<file path="config.mk">
export PLATFORM = sky130hd
export DESIGN_NAME = gnrl_fifo
export DESIGN_NICKNAME = d
export VERILOG_FILES = /design/src/rtl/gnrl_pkg.sv /design/src/rtl/gnrl_fifo_ptr.sv /design/src/rtl/gnrl_fifo.sv
export SDC_FILE = /design/constraint.sdc
export NUM_CORES = 1
export LEC_CHECK = 0
export ABC_AREA = 1
export ABC_CLOCK_PERIOD_IN_PS = 3400
export BUFFER_PORTS_ARGS = -buffer_cell sky130_fd_sc_hd__buf_2
export CAP_MARGIN = 20
export CORE_ASPECT_RATIO = 0.75
export CORE_MARGIN = 8
export CORE_UTILIZATION = 55
export DETAILED_ROUTE_END_ITERATION = 12
export MAX_ROUTING_LAYER = met4
export PLACE_DENSITY = 0.78
export SYNTH_ARGS = -nofsm -noshare
export SYNTH_HDL_FRONTEND = slang
export SYNTH_SLANG_ARGS = --single-unit
</file>
<file path="constraint.sdc">
create_clock -name clk -period 3.4 [get_ports clk]
set_clock_uncertainty 0.1 [all_clocks]
set_input_delay 0.68 -clock clk [delete_from_list [all_inputs] [get_ports clk]]
set_output_delay 0.68 -clock clk [all_outputs]
set_load 0.05 [all_outputs]
</file>
<file path="src/rtl/gnrl_pkg.sv">
// rtl/gnrl_pkg.sv - shared width helpers and depth limit for the general FIFO
package gnrl_pkg;

    localparam int GNRL_MAX_DP = 256;

    function automatic int gnrl_clog2(input int n);
        int w;
        w = 0;
        for (int i = 0; i < 32; i++) begin
            if ((1 << w) < n) w = w + 1;
        end
        return w;
    endfunction

    // A one-entry FIFO still needs a one-bit pointer signal to be legal.
    function automatic int gnrl_ptr_w(input int dp);
        return (dp > 1) ? gnrl_clog2(dp) : 1;
    endfunction

endpackage

</file>
<file path="src/rtl/gnrl_fifo_ptr.sv">
// rtl/gnrl_fifo_ptr.sv - pointer counter with enable, wrapping from DP-1 to 0
module gnrl_fifo_ptr
    import gnrl_pkg::*;
#(
    parameter int DP = 4,
    localparam int PW = gnrl_ptr_w(DP)
) (
    input  logic          clk,
    input  logic          rstn,
    input  logic          i_en,
    output logic [PW-1:0] o_ptr
);

    logic [PW-1:0] r_ptr;

    always_ff @(posedge clk or negedge rstn) begin
        if (!rstn) begin
            r_ptr <= '0;
        end else if (i_en) begin
            r_ptr <= (r_ptr == PW'(DP - 1)) ? '0 : r_ptr + 1'b1;
        end
    end

    assign o_ptr = r_ptr;

endmodule

</file>
<file path="src/rtl/gnrl_fifo.sv">
// rtl/gnrl_fifo.sv - valid/ready FIFO, flop storage; GNRL_FIFO_BYPASS_EN enables empty bypass
module gnrl_fifo
    import gnrl_pkg::*;
#(
    parameter int DW = 32,
    parameter int DP = 4
) (
    input  logic                        clk,
    input  logic                        rstn,
    input  logic                        i_vld,
    output logic                        o_rdy,
    input  logic [DW-1:0]               i_dat,
    output logic                        o_vld,
    input  logic                        i_rdy,
    output logic [DW-1:0]               o_dat,
    output logic [gnrl_clog2(DP+1)-1:0] o_cnt,
    output logic                        o_full,
    output logic                        o_empty
);

    localparam int PW = gnrl_ptr_w(DP);
    localparam int CW = gnrl_clog2(DP + 1);

    logic [CW-1:0] r_cnt;
    logic [DW-1:0] r_mem [DP];
    logic [PW-1:0] w_wptr;
    logic [PW-1:0] w_rptr;
    logic          w_full;
    logic          w_empty;
    logic          w_push;
    logic          w_pop;
    logic          w_pass;
    logic          w_wr;
    logic          w_rd;

    assign w_full  = (r_cnt == CW'(DP));
    assign w_empty = (r_cnt == '0);
    assign o_rdy   = !w_full;

`ifdef GNRL_FIFO_BYPASS_EN
    // Empty FIFO forwards the offered word; if it is taken the same cycle, nothing is stored.
    assign o_vld  = !w_empty || i_vld;
    assign o_dat  = w_empty ? i_dat : r_mem[w_rptr];
    assign w_pass = w_empty && i_vld && i_rdy;
`else
    assign o_vld  = !w_empty;
    assign o_dat  = r_mem[w_rptr];
    assign w_pass = 1'b0;
`endif

    assign w_push = i_vld && o_rdy;
    assign w_pop  = o_vld && i_rdy;
    assign w_wr   = w_push && !w_pass;
    assign w_rd   = w_pop && !w_pass;

    gnrl_fifo_ptr #(.DP(DP)) u_wptr (
        .clk   (clk),
        .rstn  (rstn),
        .i_en  (w_wr),
        .o_ptr (w_wptr)
    );

    gnrl_fifo_ptr #(.DP(DP)) u_rptr (
        .clk   (clk),
        .rstn  (rstn),
        .i_en  (w_rd),
        .o_ptr (w_rptr)
    );

    always_ff @(posedge clk or negedge rstn) begin
        if (!rstn) begin
            r_cnt <= '0;
        end else begin
            case ({w_wr, w_rd})
                2'b10:   r_cnt <= r_cnt + 1'b1;
                2'b01:   r_cnt <= r_cnt - 1'b1;
                default: r_cnt <= r_cnt;
            endcase
        end
    end

    // Storage is deliberately left out of reset; o_vld gates its visibility.
    always_ff @(posedge clk) begin
        for (int i = 0; i < DP; i++) begin
            if (w_wr && (w_wptr == PW'(i))) r_mem[i] <= i_dat;
        end
    end

    assign o_cnt   = r_cnt;
    assign o_full  = w_full;
    assign o_empty = w_empty;

endmodule

</file>
# Yosys cells after proc, flatten, opt, wreduce, memory -nomap -nowiden

Memories as Yosys holds them, arrays and structs flattened.
Cells that the tools add are included.

Bits in registers: 7
Memory bits (writable): 128
Input port bits: 36
Output and inout bits: 39
Memories kept: 1

$add $sub $neg: 4
Equal/unequal tests: 7
Muxes and demuxes: 20
Reduce and logical (&&, ||, !) cells: 14

Memory list:

| name  | depth | bits a word | read ports | clocked after Yosys merged registers in | write ports | RTL line        | RTL |
|---|---|---|---|---|---|---|---|
| r_mem | 4     | 32          | 1          | 0                                       | 1           | gnrl_fifo.sv:25 | `logic [DW-1:0] r_mem [DP];` |

Operator list:

| kind                | number |
|---|---|
| $mux 32             | 3 |
| $reduce_or 32->1    | 3 |
| $mux 1              | 11 |
| $mux 2              | 5 |
| $eq 2x2->1 const B  | 4 |
| $logic_and 1x1->1   | 6 |
| $pmux 3 s2          | 1 |
| $add 2x1->2 const B | 2 |
| $eq 2x1->1 const B  | 2 |
| $add 3x1->3 const B | 1 |
| $eq 3x3->1 const B  | 1 |
| $logic_not 3->1     | 1 |
| $sub 3x1->3 const B | 1 |
| $logic_not 1->1     | 2 |
| $logic_not 2->1     | 1 |
| $reduce_bool 2->1   | 1 |

# Logic depth before layout (Yosys ltp)

Gate-level depths: netlist of the first run.

Depth after elaboration: 10
Gate-level depth with buffers: 12
Mapped depth without buffers: 12

# Hierarchy

A second synthesis of the first run with hierarchy kept.

Cell total of the unflattened synthesis: 435
Area total of the unflattened synthesis: 5576.6 µm²

Modules (own cells, without submodules):

| module        | instances | cells an instance | area an instance (µm²) | sequential area each (µm²) |
|---|---|---|---|---|
| gnrl_fifo     | 1         | 413               | 5391.4                 | 3918.8 |
| gnrl_fifo_ptr | 2         | 11                | 92.6                   | 50.0 |

# Least setup slack after synthesis of the first run

Ideal clock, no wire load.

Kind: register -> register
From: register r_cnt[1] (netlist: o_cnt[1])
To: memory r_mem[0][0] (enable)
Library setup time: 0.421 ns
Arrival: 2.921 ns
Setup slack: -0.043 ns
Cell stages (with the launch flop): 5
Path buffers: 0
Clock period less this slack: 3.443 ns
Cell sequence: dfrtp_1 > inv_2 > nand3_1 > nand2_1 > nor2_1

Word-level cells in the longest chain between the ends: 10
Elaborated cells on any way between the ends: 24

RTL lines:

| what                                                                  | RTL line        | RTL |
|---|---|---|
| start: declaration                                                    | gnrl_fifo.sv:24 | `logic [CW-1:0] r_cnt;` |
| start signal: assignment                                              | gnrl_fifo.sv:75 | `2'b10: r_cnt <= r_cnt + 1'b1;` |
| start signal: assignment                                              | gnrl_fifo.sv:76 | `2'b01: r_cnt <= r_cnt - 1'b1;` |
| start signal: assignment                                              | gnrl_fifo.sv:77 | `default: r_cnt <= r_cnt;` |
| $eq 3x3->1 *                                                          | gnrl_fifo.sv:36 | `assign w_full = (r_cnt == CW'(DP));` |
| $logic_not 1->1 *                                                     | gnrl_fifo.sv:38 | `assign o_rdy = !w_full;` |
| via o_rdy                                                             | gnrl_fifo.sv:11 | `output logic o_rdy,` |
| $logic_and 1x1->1 *                                                   | gnrl_fifo.sv:51 | `assign w_push = i_vld && o_rdy;` |
| $logic_and 1x1->1                                                     | gnrl_fifo.sv:85 | `if (w_wr && (w_wptr == PW'(i))) r_mem[i] <= i_dat;` |
| $mux 1                                                                | gnrl_fifo.sv:85 |  |
| $mux 1 (not written as such)                                          | gnrl_fifo.sv:85 |  |
| $reduce_or 32->1 (no source line)                                     | n/a             |  |
| $mux 2 (no source line) / $mux 1 (equally long branches) (3 in a row) | n/a             |  |
| end: declaration                                                      | gnrl_fifo.sv:25 |  |

The timed path passes the listed nets; every way through them passes the cells marked *.

# Worst setup path in the final report of the first run

From: register u_rptr.r_ptr[0] (netlist: u_rptr.o_ptr[0])
To: output port o_dat[11]

Word-level cells in the longest chain between the ends: 1

RTL lines:

| what                     | RTL line            | RTL |
|---|---|---|
| start: declaration       | gnrl_fifo_ptr.sv:14 | `logic [PW-1:0] r_ptr;` |
| start signal: assignment | gnrl_fifo_ptr.sv:20 | `r_ptr <= (r_ptr == PW'(DP - 1)) ? '0 : r_ptr + 1'b1;` |
| $mem_v2 4x32             | n/a                 |  |
| end: declaration         | gnrl_fifo.sv:15     | `output logic [DW-1:0] o_dat,` |

Every way passes these cells.

==> results of run 1 <==
## final timing paths
kind	from	endpoint	slack, ns	cells after the start
worst min register to register	o_cnt[0]	o_cnt[0]	0.42	1
worst max-delay path	u_rptr.o_ptr[0]	o_dat[11]	0.64	4
max in group asynchronous	rstn	u_rptr.o_ptr[0]	2.48	2
worst max register to register	o_cnt[1]	o_cnt[2]	1.16	10
min in group asynchronous	rstn	o_cnt[2]	0.54	2
worst min-delay path	i_dat[2]	r_mem[1][2]	0.38	1
## logic make-up after synthesis
kind of cell	after synthesis	synth area share, %
DFF	135	73.1
and+or+nand+nor	125	8.75
buffers and inverters	101	7.38
AOI/OAI and AO/OA	65	8.84
adders and majority gates	7	1.73
xor gates and xnor gates	1	0.159
## per-stage QoR
stage | power [uW] | worst slack, ns
floorplan | 4570 | -0.0426
global placement | 5210 | 1.09
detailed placement | 5280 | 1.07
CTS | 7040 | 0.637
global route | 7330 | 0.535
finish | 6980 | 0.641
## state kept, by name, summed over array words and instances (netlist names)
| register | count |
|---|---|
| r_mem | 128 |
| u_wptr.o_ptr | 2 |
| u_rptr.o_ptr | 2 |
| o_cnt | 3 |
## worst max-delay path, stage by stage, from the launching register on
cell                       delay [ns]
sky130_fd_sc_hd__dfrtp_4         0.66
sky130_fd_sc_hd__buf_12          0.32
sky130_fd_sc_hd__o211ai_1        0.14
sky130_fd_sc_hd__nand2_1         0.14
sky130_fd_sc_hd__buf_2           0.28
## cells in the mapped netlist (all sizes together)
cell	number
o211ai	64
buf	20
inv	80
dfrtp	7
clkbuf	1
xnor2	1
ha	6
nor2	6
nand2	111
nand4	1
o21ai	1
edfxtp	128
fa	1
nand3	7
## power by group through the flow
stage | Sequential (uW) | Combinational [uW] | Clock [uW]
finish | 2360 | 2870 | 1750
global route | 2390 | 3090 | 1850
CTS | 2360 | 2910 | 1780
detailed placement | 2390 | 2890 | 0
global placement | 2370 | 2840 | 0
floorplan | 2380 | 2190 | 0
## cell usage in the layout (no fill, tap or decap), drive strengths merged
cell / n
diode: 1
nand4: 1
dfrtp: 7
dlygate4sd3: 1
nand2: 111
clkinv: 8
clkinvlp: 1
xnor2: 1
o211ai: 64
edfxtp: 128
ha: 6
nand3: 7
clkbuf: 18
buf: 82
inv: 80
fa: 1
nor2: 6
o21ai: 1
bufinv: 3
## area by class of cell
class / count / area (sq um) / area share, %
flip-flops and latches: 135 / 4020 / 60.9
multi-input cells: 198 / 1100 / 16.6
repair buffers: 83 / 453 / 6.85
clock buffers: 18 / 429 / 6.49
inverters: 80 / 300 / 4.54
well taps: 132 / 165 / 2.50
clock inverters: 12 / 136 / 2.06
diodes: 1 / 2.50 / 0.0379
## routing by layer
| metal | part of all wire (%) | GRT usage [%] | vias up |
|---|---|---|---|
| met4 | 1.2 | 6.86 | 0 |
| met3 | 6.8 | 6.18 | 14 |
| li1 | - | - | 1654 |
| met2 | 48 | 27.3 | 110 |
| met5 | 0 | - | - |
| met1 | 44 | 19.6 | 1609 |
==> impl_metrics.xml, run 1 <==
<?xml version="1.0" encoding="UTF-8"?>
<metrics>
  <group name="run_status">
    <metric name="status" unit="">completed</metric>
  </group>
  <group name="drt">
    <metric name="routed_wirelength" unit="mm">10.8</metric>
    <metric name="post_drt_via_cell_ratio" unit="">5.14</metric>
    <metric name="antenna_violating_nets_post_route" unit="">0</metric>
    <metric name="routed_wire_length_per_instance" unit="microns">16.4</metric>
    <metric name="drc_marker_count_from_the_first_detailed_route_iteration" unit="">257</metric>
    <metric name="drt_first_pass_iters" unit="">5</metric>
    <metric name="routed-via-count" unit="">3387</metric>
    <metric name="remaining_drc_errors" unit="">0</metric>
  </group>
  <group name="power">
    <metric name="power_density" unit="nW/um^2">1060</metric>
    <metric name="comb_power_share" unit="%">41.1</metric>
    <metric name="peakVddDrop" unit="V">0.000960</metric>
    <metric name="total_leakage_power" unit="uW">0.00272</metric>
    <metric name="swShare" unit="%">42.9</metric>
    <metric name="clock_power_share" unit="%">25.1</metric>
    <metric name="power_switching" unit="uW">3000</metric>
    <metric name="p_seq_share" unit="%">33.8</metric>
    <metric name="internal-power" unit="uW">3980</metric>
  </group>
  <group name="min_path">
    <metric name="timing.hold.worst.class" unit="">input pin to flip-flop</metric>
  </group>
  <group name="clocking">
    <metric name="cts-hold-fix-buffers" unit="">1</metric>
    <metric name="cts.htree.levels" unit="">4</metric>
    <metric name="ctsLongestPathBuffers" unit="">2</metric>
    <metric name="cts.reportedPaths.clkPinSlew" unit="ns">0.05</metric>
    <metric name="cts.sinks" unit="">135</metric>
    <metric name="postCtsSetupRepairBufs" unit="">0</metric>
    <metric name="clock_insertion_delay_worst_skew" unit="ns">0.41</metric>
    <metric name="cts-resized-gates" unit="">0</metric>
    <metric name="cts_buffers" unit="">17</metric>
    <metric name="cts_tree" unit="">done</metric>
    <metric name="cts.root.buffer_cell" unit="">sky130_fd_sc_hd__clkbuf_16</metric>
  </group>
  <group name="synth">
    <metric name="synthDistinctLibCells" unit="">17</metric>
    <metric name="syn_area" unit="sq um">5490</metric>
    <metric name="synth_warnings" unit="">0</metric>
    <metric name="ys_ff_latch" unit="">135</metric>
    <metric name="postSynthNetCount" unit="">477</metric>
    <metric name="syn_area_per_cell" unit="sq um">12.7</metric>
    <metric name="synth_top_area_share" unit="%">70.0</metric>
    <metric name="synth.area.top_cells" unit="">sky130_fd_sc_hd__edfxtp_1 (70%), sky130_fd_sc_hd__o211ai_1 (8.7%), sky130_fd_sc_hd__nand2_1 (7.6%)</metric>
    <metric name="post_synth_top_area_cell" unit="">sky130_fd_sc_hd__edfxtp_1</metric>
    <metric name="synth_seq_area_share" unit="%">73.1</metric>
    <metric name="synthCells" unit="">434</metric>
  </group>
  <group name="final_layout">
    <metric name="postLayoutCoreUtil" unit="%">68.2</metric>
    <metric name="drive_above_1_share" unit="%">21.9</metric>
    <metric name="final_nets" unit="">558</metric>
    <metric name="post_layout_nonfiller_instances" unit="">659</metric>
    <metric name="syn_to_final_growth" unit="%">20.3</metric>
    <metric name="finalInstanceArea" unit="sq um">6610</metric>
    <metric name="fillerInstances" unit="">715</metric>
  </group>
  <group name="placed_design">
    <metric name="dpl_cell_area" unit="sq um">6030</metric>
    <metric name="gpl.final_weighted_congestion" unit="">0.762</metric>
    <metric name="dp_hpwl" unit="mm">6.62</metric>
    <metric name="dpl.cell_count" unit="">627</metric>
    <metric name="numPortBuffers" unit="">74</metric>
  </group>
  <group name="floorplan">
    <metric name="die-height" unit="microns">103</metric>
    <metric name="core" unit="sq um">9700</metric>
    <metric name="die_x" unit="microns">131</metric>
    <metric name="initial_core_util" unit="%">56.7</metric>
    <metric name="top_level_ports" unit="">75</metric>
    <metric name="design.die.area" unit="sq um">13500</metric>
    <metric name="number_of_placement_rows" unit="">31</metric>
  </group>
  <group name="sta">
    <metric name="drv_slew" unit="">0</metric>
    <metric name="maxSlewHeadroom" unit="%">56.2</metric>
    <metric name="rsz_0062_raised_after_global_routing" unit="">false</metric>
    <metric name="tightestPinTransition" unit="ns">0.656</metric>
    <metric name="setup_tns" unit="ns">0</metric>
    <metric name="finalWorstPathRequiredPeriod" unit="ns">2.76</metric>
    <metric name="finalCritPeriodShare" unit="%">81.1</metric>
    <metric name="final-hold-violation-count" unit="">0</metric>
    <metric name="final-setup-viol-count" unit="">0</metric>
    <metric name="fmax" unit="MHz">362</metric>
    <metric name="timing.hold.ws" unit="ns">0.383</metric>
  </group>
  <group name="setup_path">
    <metric name="setup.worst_path.start_class" unit="">flip-flop</metric>
    <metric name="critPathCaptureType" unit="">primary output</metric>
    <metric name="crit_type" unit="">flip-flop to primary output</metric>
    <metric name="cp_data_required_time" unit="ns">2.62</metric>
    <metric name="critPathArrivalTime" unit="ns">1.98</metric>
    <metric name="critical_path.max_fanout" unit="">72</metric>
  </group>
  <group name="grt">
    <metric name="antenna_violations_before_repair" unit="">1</metric>
    <metric name="grt_pass1_wl" unit="mm">17.0</metric>
    <metric name="grt_max_degree" unit="">73</metric>
    <metric name="grt_pass1_vias" unit="">3457</metric>
    <metric name="gr-total-overflow" unit="">0</metric>
    <metric name="grt_use_total" unit="%">17.1</metric>
  </group>
  <group name="run">
    <metric name="maxCapViolations" unit="">0</metric>
  </group>
</metrics>
Note: power is estimated with default switching activity, not from simulation.
==> run 2, diff against run 1 <==
- ABC_CLOCK_PERIOD_IN_PS: 3400 -> 2700
- clock period: 3.4 -> 2.7 ns (I/O delays scaled with it)
==> impl_metrics.xml, run 2 (synthesized netlist as in run 1, its figures left out) <==
<?xml version="1.0" encoding="UTF-8"?>
<metrics>
  <group name="sta">
    <metric name="finalWorstPathRequiredPeriod" unit="ns">2.51</metric>
    <metric name="maxSlewHeadroom" unit="%">65.4</metric>
    <metric name="drv_slew" unit="">0</metric>
    <metric name="setup_tns" unit="ns">0</metric>
    <metric name="final-hold-violation-count" unit="">0</metric>
    <metric name="final-setup-viol-count" unit="">0</metric>
    <metric name="tightestPinTransition" unit="ns">0.518</metric>
    <metric name="rsz_0062_raised_after_global_routing" unit="">false</metric>
    <metric name="finalCritPeriodShare" unit="%">93.0</metric>
    <metric name="timing.hold.ws" unit="ns">0.235</metric>
    <metric name="timing.final.ws_setup" unit="ns">0.188</metric>
    <metric name="fmax" unit="MHz">398</metric>
  </group>
  <group name="drt">
    <metric name="total_met2_wirelength_after_detailed_routing" unit="mm">5.43</metric>
    <metric name="highest-signal-layer" unit="">met4</metric>
    <metric name="drt-met1-wl" unit="mm">4.72</metric>
    <metric name="routed_wirelength" unit="mm">11.2</metric>
    <metric name="routed-via-count" unit="">3444</metric>
    <metric name="drt_first_pass_iters" unit="">5</metric>
    <metric name="post_drt_via_cell_ratio" unit="">5.20</metric>
    <metric name="antenna_violating_nets_post_route" unit="">0</metric>
    <metric name="drc_marker_count_from_the_first_detailed_route_iteration" unit="">295</metric>
    <metric name="remaining_drc_errors" unit="">0</metric>
    <metric name="routed_wire_length_per_instance" unit="microns">16.8</metric>
    <metric name="met3_length" unit="microns">794</metric>
  </group>
  <group name="setup_path">
    <metric name="cp_data_required_time" unit="ns">2.06</metric>
    <metric name="critPathCaptureType" unit="">primary output</metric>
    <metric name="crit_type" unit="">flip-flop to primary output</metric>
    <metric name="setup.worst_path.start_class" unit="">flip-flop</metric>
    <metric name="critical_path.max_fanout" unit="">65</metric>
    <metric name="critPathArrivalTime" unit="ns">1.87</metric>
  </group>
  <group name="clocking">
    <metric name="cts.reportedPaths.clkPinSlew" unit="ns">0.06</metric>
    <metric name="cts_buffers" unit="">17</metric>
    <metric name="ctsLongestPathBuffers" unit="">2</metric>
    <metric name="cts.htree.levels" unit="">4</metric>
    <metric name="cts_tree" unit="">done</metric>
    <metric name="clock_insertion_delay_worst_skew" unit="ns">0.41</metric>
    <metric name="cts.sinks" unit="">135</metric>
    <metric name="cts.root.buffer_cell" unit="">sky130_fd_sc_hd__clkbuf_16</metric>
  </group>
  <group name="floorplan">
    <metric name="die-height" unit="microns">103</metric>
    <metric name="core" unit="sq um">9700</metric>
    <metric name="top_level_ports" unit="">75</metric>
    <metric name="number_of_placement_rows" unit="">31</metric>
    <metric name="initial_core_util" unit="%">56.7</metric>
    <metric name="die_x" unit="microns">131</metric>
    <metric name="design.die.area" unit="sq um">13500</metric>
  </group>
  <group name="placed_design">
    <metric name="dp_hpwl" unit="mm">6.12</metric>
    <metric name="numPortBuffers" unit="">74</metric>
    <metric name="dpl.cell_count" unit="">626</metric>
    <metric name="gpl.final_weighted_congestion" unit="">0.725</metric>
    <metric name="post-place-ws" unit="ns">0.192</metric>
  </group>
  <group name="power">
    <metric name="total_leakage_power" unit="uW">0.00279</metric>
    <metric name="power_density" unit="nW/um^2">1370</metric>
    <metric name="report.power.total" unit="uW">9260</metric>
    <metric name="peakVddDrop" unit="V">0.000853</metric>
  </group>
  <group name="final_layout">
    <metric name="final_common_cell" unit="">sky130_fd_sc_hd__edfxtp_1</metric>
    <metric name="multi_input_area" unit="sq um">1100</metric>
    <metric name="regArea" unit="sq um">4020</metric>
    <metric name="most_used_cells_in_the_layout_excluding_fill_and_tap_cells" unit="">sky130_fd_sc_hd__edfxtp_1 (128), sky130_fd_sc_hd__nand2_1 (111), sky130_fd_sc_hd__inv_1 (77)</metric>
    <metric name="fillerInstances" unit="">660</metric>
    <metric name="top_register" unit="">r_mem</metric>
    <metric name="drive_above_1_share" unit="%">23.2</metric>
    <metric name="post_layout_nonfiller_instances" unit="">662</metric>
    <metric name="final_nets" unit="">560</metric>
    <metric name="largest_register_ff_count" unit="">128</metric>
    <metric name="num_antenna_cells" unit="">0</metric>
    <metric name="syn_to_final_growth" unit="%">23.2</metric>
  </group>
  <group name="grt">
    <metric name="grt_pass1_wl" unit="mm">17.6</metric>
    <metric name="grt_max_degree" unit="">66</metric>
    <metric name="gr-total-overflow" unit="">0</metric>
    <metric name="grt_use_total" unit="%">17.9</metric>
    <metric name="antenna_violations_before_repair" unit="">0</metric>
    <metric name="grt_pass1_vias" unit="">3479</metric>
  </group>
  <group name="run_status">
    <metric name="status" unit="">completed</metric>
  </group>
  <group name="min_path">
    <metric name="timing.hold.worst.class" unit="">input pin to flip-flop</metric>
  </group>
  <group name="run">
    <metric name="maxCapViolations" unit="">0</metric>
  </group>
</metrics>
## run 2: cell types whose count changed in the layout (fill, tap and decap cells not counted), moves of 2 or more
cell / change
sky130_fd_sc_hd__buf_12: +2
sky130_fd_sc_hd__buf_4: -2
sky130_fd_sc_hd__clkinv_1: -3
sky130_fd_sc_hd__clkinv_2: +3
sky130_fd_sc_hd__bufinv_16: +3
## run 2: repair_timing
item | in CTS | in global routing
pin swaps | 0 | 0
endpoints found under the setup margin | 32 | 27
setup buffers | 2 | 1
hold endpoints to repair | 7 | 0
hold buffers | 1 | 0
gates resized for setup | 0 | 1
## run 2: per-stage QoR
step           instance area, sq um  utilization, %
4_1_cts                        6750            69.6
5_1_grt                        6770            69.8
3_5_place_dp                   6040            62.2
2_1_floorplan                  5500               -
6_report                       6770            69.8
3_3_place_gp                   6040            62.2
## run 2: path summary, 6_finish.rpt
check / endpoint / from / slack [ns] / depth (start not counted)
worst max-delay path: o_dat[0] / u_rptr.o_ptr[0] / 0.19 / 5
worst min-delay path: r_mem[2][15] / i_dat[15] / 0.24 / 1
worst max register to register: o_cnt[2] / o_cnt[0] / 0.81 / 11
worst min register to register: o_cnt[2] / o_cnt[2] / 0.42 / 2
max in group asynchronous: u_rptr.o_ptr[0] / rstn / 1.94 / 2
min in group asynchronous: o_cnt[2] / rstn / 0.39 / 2
## run 2: metal layers
metal	GRT usage, %	vias up
met2	28.6	122
met3	5.70	19
met4	7.74	0
li1	-	1658
met1	20.9	1645
met5	-	-
## run 2: critical path: stages (launching register included)
cell and delay [ns]:
sky130_fd_sc_hd__dfrtp_4 0.61, sky130_fd_sc_hd__buf_16 0.26, sky130_fd_sc_hd__nand2_1 0.10, sky130_fd_sc_hd__o211ai_1 0.09
sky130_fd_sc_hd__nand2_1 0.10, sky130_fd_sc_hd__buf_2 0.29
## run 2: cell type report
type	instances	area share [%]
Multi-Input combinational cell	198	16.3
Sequential cell	135	59.4
Inverter	80	4.46
Tap cell	132	2.44
Clock buffer	17	6.29
Timing Repair Buffer	85	7.69
Clock inverter	15	3.44
## run 2: report_power, final
part | switching, uW | leakage [uW] | total, uW | internal [uW]
combinational | 2880 | 0.00122 | 3790 | 905
clock | 807 | 0.000320 | 2520 | 1720
sequential | 182 | 0.00126 | 2950 | 2770
==> run 3, diff against run 2 <==
- ABC_AREA: 1 -> 0
==> impl_metrics.xml, run 3 <==
<?xml version="1.0" encoding="UTF-8"?>
<metrics>
  <group name="drt">
    <metric name="remaining_drc_errors" unit="">0</metric>
    <metric name="routed-via-count" unit="">2377</metric>
    <metric name="routed_wire_length_per_instance" unit="microns">20.0</metric>
    <metric name="drt_first_pass_iters" unit="">5</metric>
    <metric name="post_drt_via_cell_ratio" unit="">5.32</metric>
    <metric name="drc_marker_count_from_the_first_detailed_route_iteration" unit="">190</metric>
    <metric name="routed_wirelength" unit="mm">8.92</metric>
    <metric name="antenna_violating_nets_post_route" unit="">0</metric>
  </group>
  <group name="floorplan">
    <metric name="top_level_ports" unit="">75</metric>
    <metric name="initial_core_util" unit="%">56.7</metric>
    <metric name="die-height" unit="microns">99.6</metric>
    <metric name="core" unit="sq um">9050</metric>
    <metric name="design.die.area" unit="sq um">12700</metric>
    <metric name="number_of_placement_rows" unit="">30</metric>
    <metric name="die_x" unit="microns">127</metric>
  </group>
  <group name="synth">
    <metric name="synth.most_common_cell" unit="">sky130_fd_sc_hd__edfxtp_1</metric>
    <metric name="synth.area.top_cells" unit="">sky130_fd_sc_hd__edfxtp_1 (75%), sky130_fd_sc_hd__mux4_2 (12%), sky130_fd_sc_hd__dfrtp_1 (3.4%)</metric>
    <metric name="synth_warnings" unit="">0</metric>
    <metric name="synth_enable_flop_cells" unit="">128</metric>
    <metric name="syn_area_per_cell" unit="sq um">24.4</metric>
    <metric name="ys_ff_latch" unit="">135</metric>
    <metric name="synth_seq_area_share" unit="%">78.4</metric>
    <metric name="synthDistinctLibCells" unit="">21</metric>
    <metric name="synth.cells.most_frequent" unit="">sky130_fd_sc_hd__edfxtp_1 (128), sky130_fd_sc_hd__mux4_2 (28), sky130_fd_sc_hd__inv_1 (9), sky130_fd_sc_hd__dfrtp_1 (7), sky130_fd_sc_hd__ha_1 (6)</metric>
    <metric name="syn_area" unit="sq um">5130</metric>
    <metric name="post_synth_top_area_cell" unit="">sky130_fd_sc_hd__edfxtp_1</metric>
    <metric name="ys.flop_type" unit="">sky130_fd_sc_hd__edfxtp_1</metric>
    <metric name="postSynthNetCount" unit="">253</metric>
    <metric name="fraction_of_synthesis_flops_using_an_asynchronous_set_or_reset_pin" unit="%">5.19</metric>
    <metric name="synth_top_area_share" unit="%">75.0</metric>
    <metric name="synthCells" unit="">210</metric>
  </group>
  <group name="clocking">
    <metric name="cts.sinks" unit="">135</metric>
    <metric name="cts.root.buffer_cell" unit="">sky130_fd_sc_hd__clkbuf_16</metric>
    <metric name="cts_buffers" unit="">17</metric>
    <metric name="ctsLongestPathBuffers" unit="">2</metric>
    <metric name="cts.htree.levels" unit="">4</metric>
    <metric name="cts_tree" unit="">done</metric>
    <metric name="cts.reportedPaths.clkPinSlew" unit="ns">0.05</metric>
    <metric name="clock_insertion_delay_worst_skew" unit="ns">0.41</metric>
  </group>
  <group name="final_layout">
    <metric name="largest_register_ff_count" unit="">128</metric>
    <metric name="syn_to_final_growth" unit="%">22.8</metric>
    <metric name="most_used_cells_in_the_layout_excluding_fill_and_tap_cells" unit="">sky130_fd_sc_hd__edfxtp_1 (128), sky130_fd_sc_hd__buf_2 (74), sky130_fd_sc_hd__mux4_2 (28)</metric>
    <metric name="post_layout_nonfiller_instances" unit="">447</metric>
    <metric name="drive_above_1_share" unit="%">48.3</metric>
    <metric name="fillerInstances" unit="">559</metric>
    <metric name="num_antenna_cells" unit="">0</metric>
    <metric name="top_register" unit="">r_mem</metric>
    <metric name="final_nets" unit="">349</metric>
    <metric name="postLayoutCoreUtil" unit="%">69.6</metric>
    <metric name="finalInstanceArea" unit="sq um">6290</metric>
    <metric name="final_common_cell" unit="">sky130_fd_sc_hd__edfxtp_1</metric>
  </group>
  <group name="setup_path">
    <metric name="setup.worst_path.start_class" unit="">flip-flop</metric>
    <metric name="critical_path.cell_chain" unit="">buf_12 -&gt; mux4_1 -&gt; buf_2</metric>
    <metric name="critPathCaptureType" unit="">primary output</metric>
    <metric name="cp_data_required_time" unit="ns">2.06</metric>
    <metric name="critical_path.max_fanout" unit="">12</metric>
    <metric name="critPathArrivalTime" unit="ns">1.96</metric>
    <metric name="cpMaxStageDelayCell" unit="">sky130_fd_sc_hd__mux4_1</metric>
    <metric name="worst_path_largest_cell_delay" unit="ns">0.57</metric>
    <metric name="crit_type" unit="">flip-flop to primary output</metric>
  </group>
  <group name="sta">
    <metric name="drv_slew" unit="">0</metric>
    <metric name="final-setup-viol-count" unit="">0</metric>
    <metric name="fmax" unit="MHz">385</metric>
    <metric name="tightestPinTransition" unit="ns">0.510</metric>
    <metric name="maxSlewHeadroom" unit="%">66.0</metric>
    <metric name="rsz_0062_raised_after_global_routing" unit="">false</metric>
    <metric name="final-hold-violation-count" unit="">0</metric>
    <metric name="finalWorstPathRequiredPeriod" unit="ns">2.60</metric>
    <metric name="setup_tns" unit="ns">0</metric>
    <metric name="finalCritPeriodShare" unit="%">96.3</metric>
  </group>
  <group name="grt">
    <metric name="grt_pass1_vias" unit="">2533</metric>
    <metric name="grt_use_total" unit="%">15.7</metric>
    <metric name="antenna_violations_before_repair" unit="">0</metric>
    <metric name="grt_pass1_wl" unit="mm">13.8</metric>
    <metric name="grt_max_degree" unit="">33</metric>
    <metric name="gr-total-overflow" unit="">0</metric>
  </group>
  <group name="power">
    <metric name="power_density" unit="nW/um^2">1330</metric>
    <metric name="total_leakage_power" unit="uW">0.00228</metric>
    <metric name="peakVddDrop" unit="V">0.000870</metric>
    <metric name="report.power.total" unit="uW">8390</metric>
  </group>
  <group name="run">
    <metric name="maxCapViolations" unit="">0</metric>
  </group>
  <group name="placed_design">
    <metric name="dp_hpwl" unit="mm">5.73</metric>
    <metric name="numPortBuffers" unit="">74</metric>
    <metric name="dpl.cell_count" unit="">414</metric>
    <metric name="gpl.final_weighted_congestion" unit="">0.714</metric>
    <metric name="dpl_cell_area" unit="sq um">5710</metric>
  </group>
  <group name="min_path">
    <metric name="timing.hold.worst.class" unit="">input pin to flip-flop</metric>
  </group>
  <group name="run_status">
    <metric name="status" unit="">completed</metric>
  </group>
</metrics>
==> run 3: timing repair <==
item / in CTS / in global routing
resized for setup: 0 / 1
setup endpoints to repair: 0 / 4
hold buffers: 1 / 0
setup buffers: 0 / 0
hold endpoints to repair: 7 / 0
==> run 3: per-stage QoR <==
step / worst slack [ns] / hold slack (ns)
CTS: 0.0102 / 0.226
finish: 0.100 / 0.242
detailed placement: 0.482 / 0.291
global placement: 0.516 / 0.285
global route: 0.000941 / 0.219
floorplan: 0.0918 / 0.144
==> run 3: cell type report <==
class                   instances  area [sq um]  area share (%)
multi-input cells              58           995            15.8
clock inverters                12           134            2.13
clock buffers                  20           437            6.94
inverters                       9          37.5           0.596
well taps                     128           160            2.54
flip-flops and latches        135          4030            64.0
repair buffers                 85           505            8.03
==> run 3: power by group <==
part	total (uW)	switching (uW)	internal, uW
sequential	2950	162	2790
clock	2210	780	1430
combinational	3220	2200	1020
total	8390	3140	5240
==> run 3: path summary, 6_finish.rpt <==
check                      cells after the start  slack, ns         endpoint            start
setup / recovery                               3       0.10         o_dat[1]  u_rptr.o_ptr[0]
hold / removal                                 1       0.24      r_mem[1][0]         i_dat[0]
setup reg to reg                              11       0.64         o_cnt[2]         o_cnt[0]
hold reg to reg                                1       0.41         o_cnt[2]         o_cnt[2]
max in group asynchronous                      2       1.91  u_rptr.o_ptr[0]             rstn
min in group asynchronous                      2       0.40         o_cnt[2]             rstn
==> run 3: worst max-delay path: cells and delay by family, from the launching register on <==
family                 cells  cell delay [ns]
flip-flops                 1             0.55
buffers and inverters      2             0.43
multiplexers               1             0.57
==> run 3: logic make-up (layout without fill, tap and decap cells) <==
kind of cell | Yosys count | in the layout | share of synthesized area [%]
buf+inv | 17 | 126 | 2.42
flops | 135 | 135 | 78.4
fa+ha+maj | 7 | 7 | 1.85
mux | 37 | 37 | 15.4
xor+xnor | 3 | 3 | 0.513
simple gates | 11 | 11 | 1.42
==> run 3: metal layers <==
metal / vias up / part of all wire [%] / track usage [%]
met2: 69 / 50 / 23.7
met5: - / 0 / -
met1: 1230 / 43 / 18.2
li1: 1070 / - / -
met4: 0 / 1.2 / 6.56
met3: 8 / 5.7 / 6.68
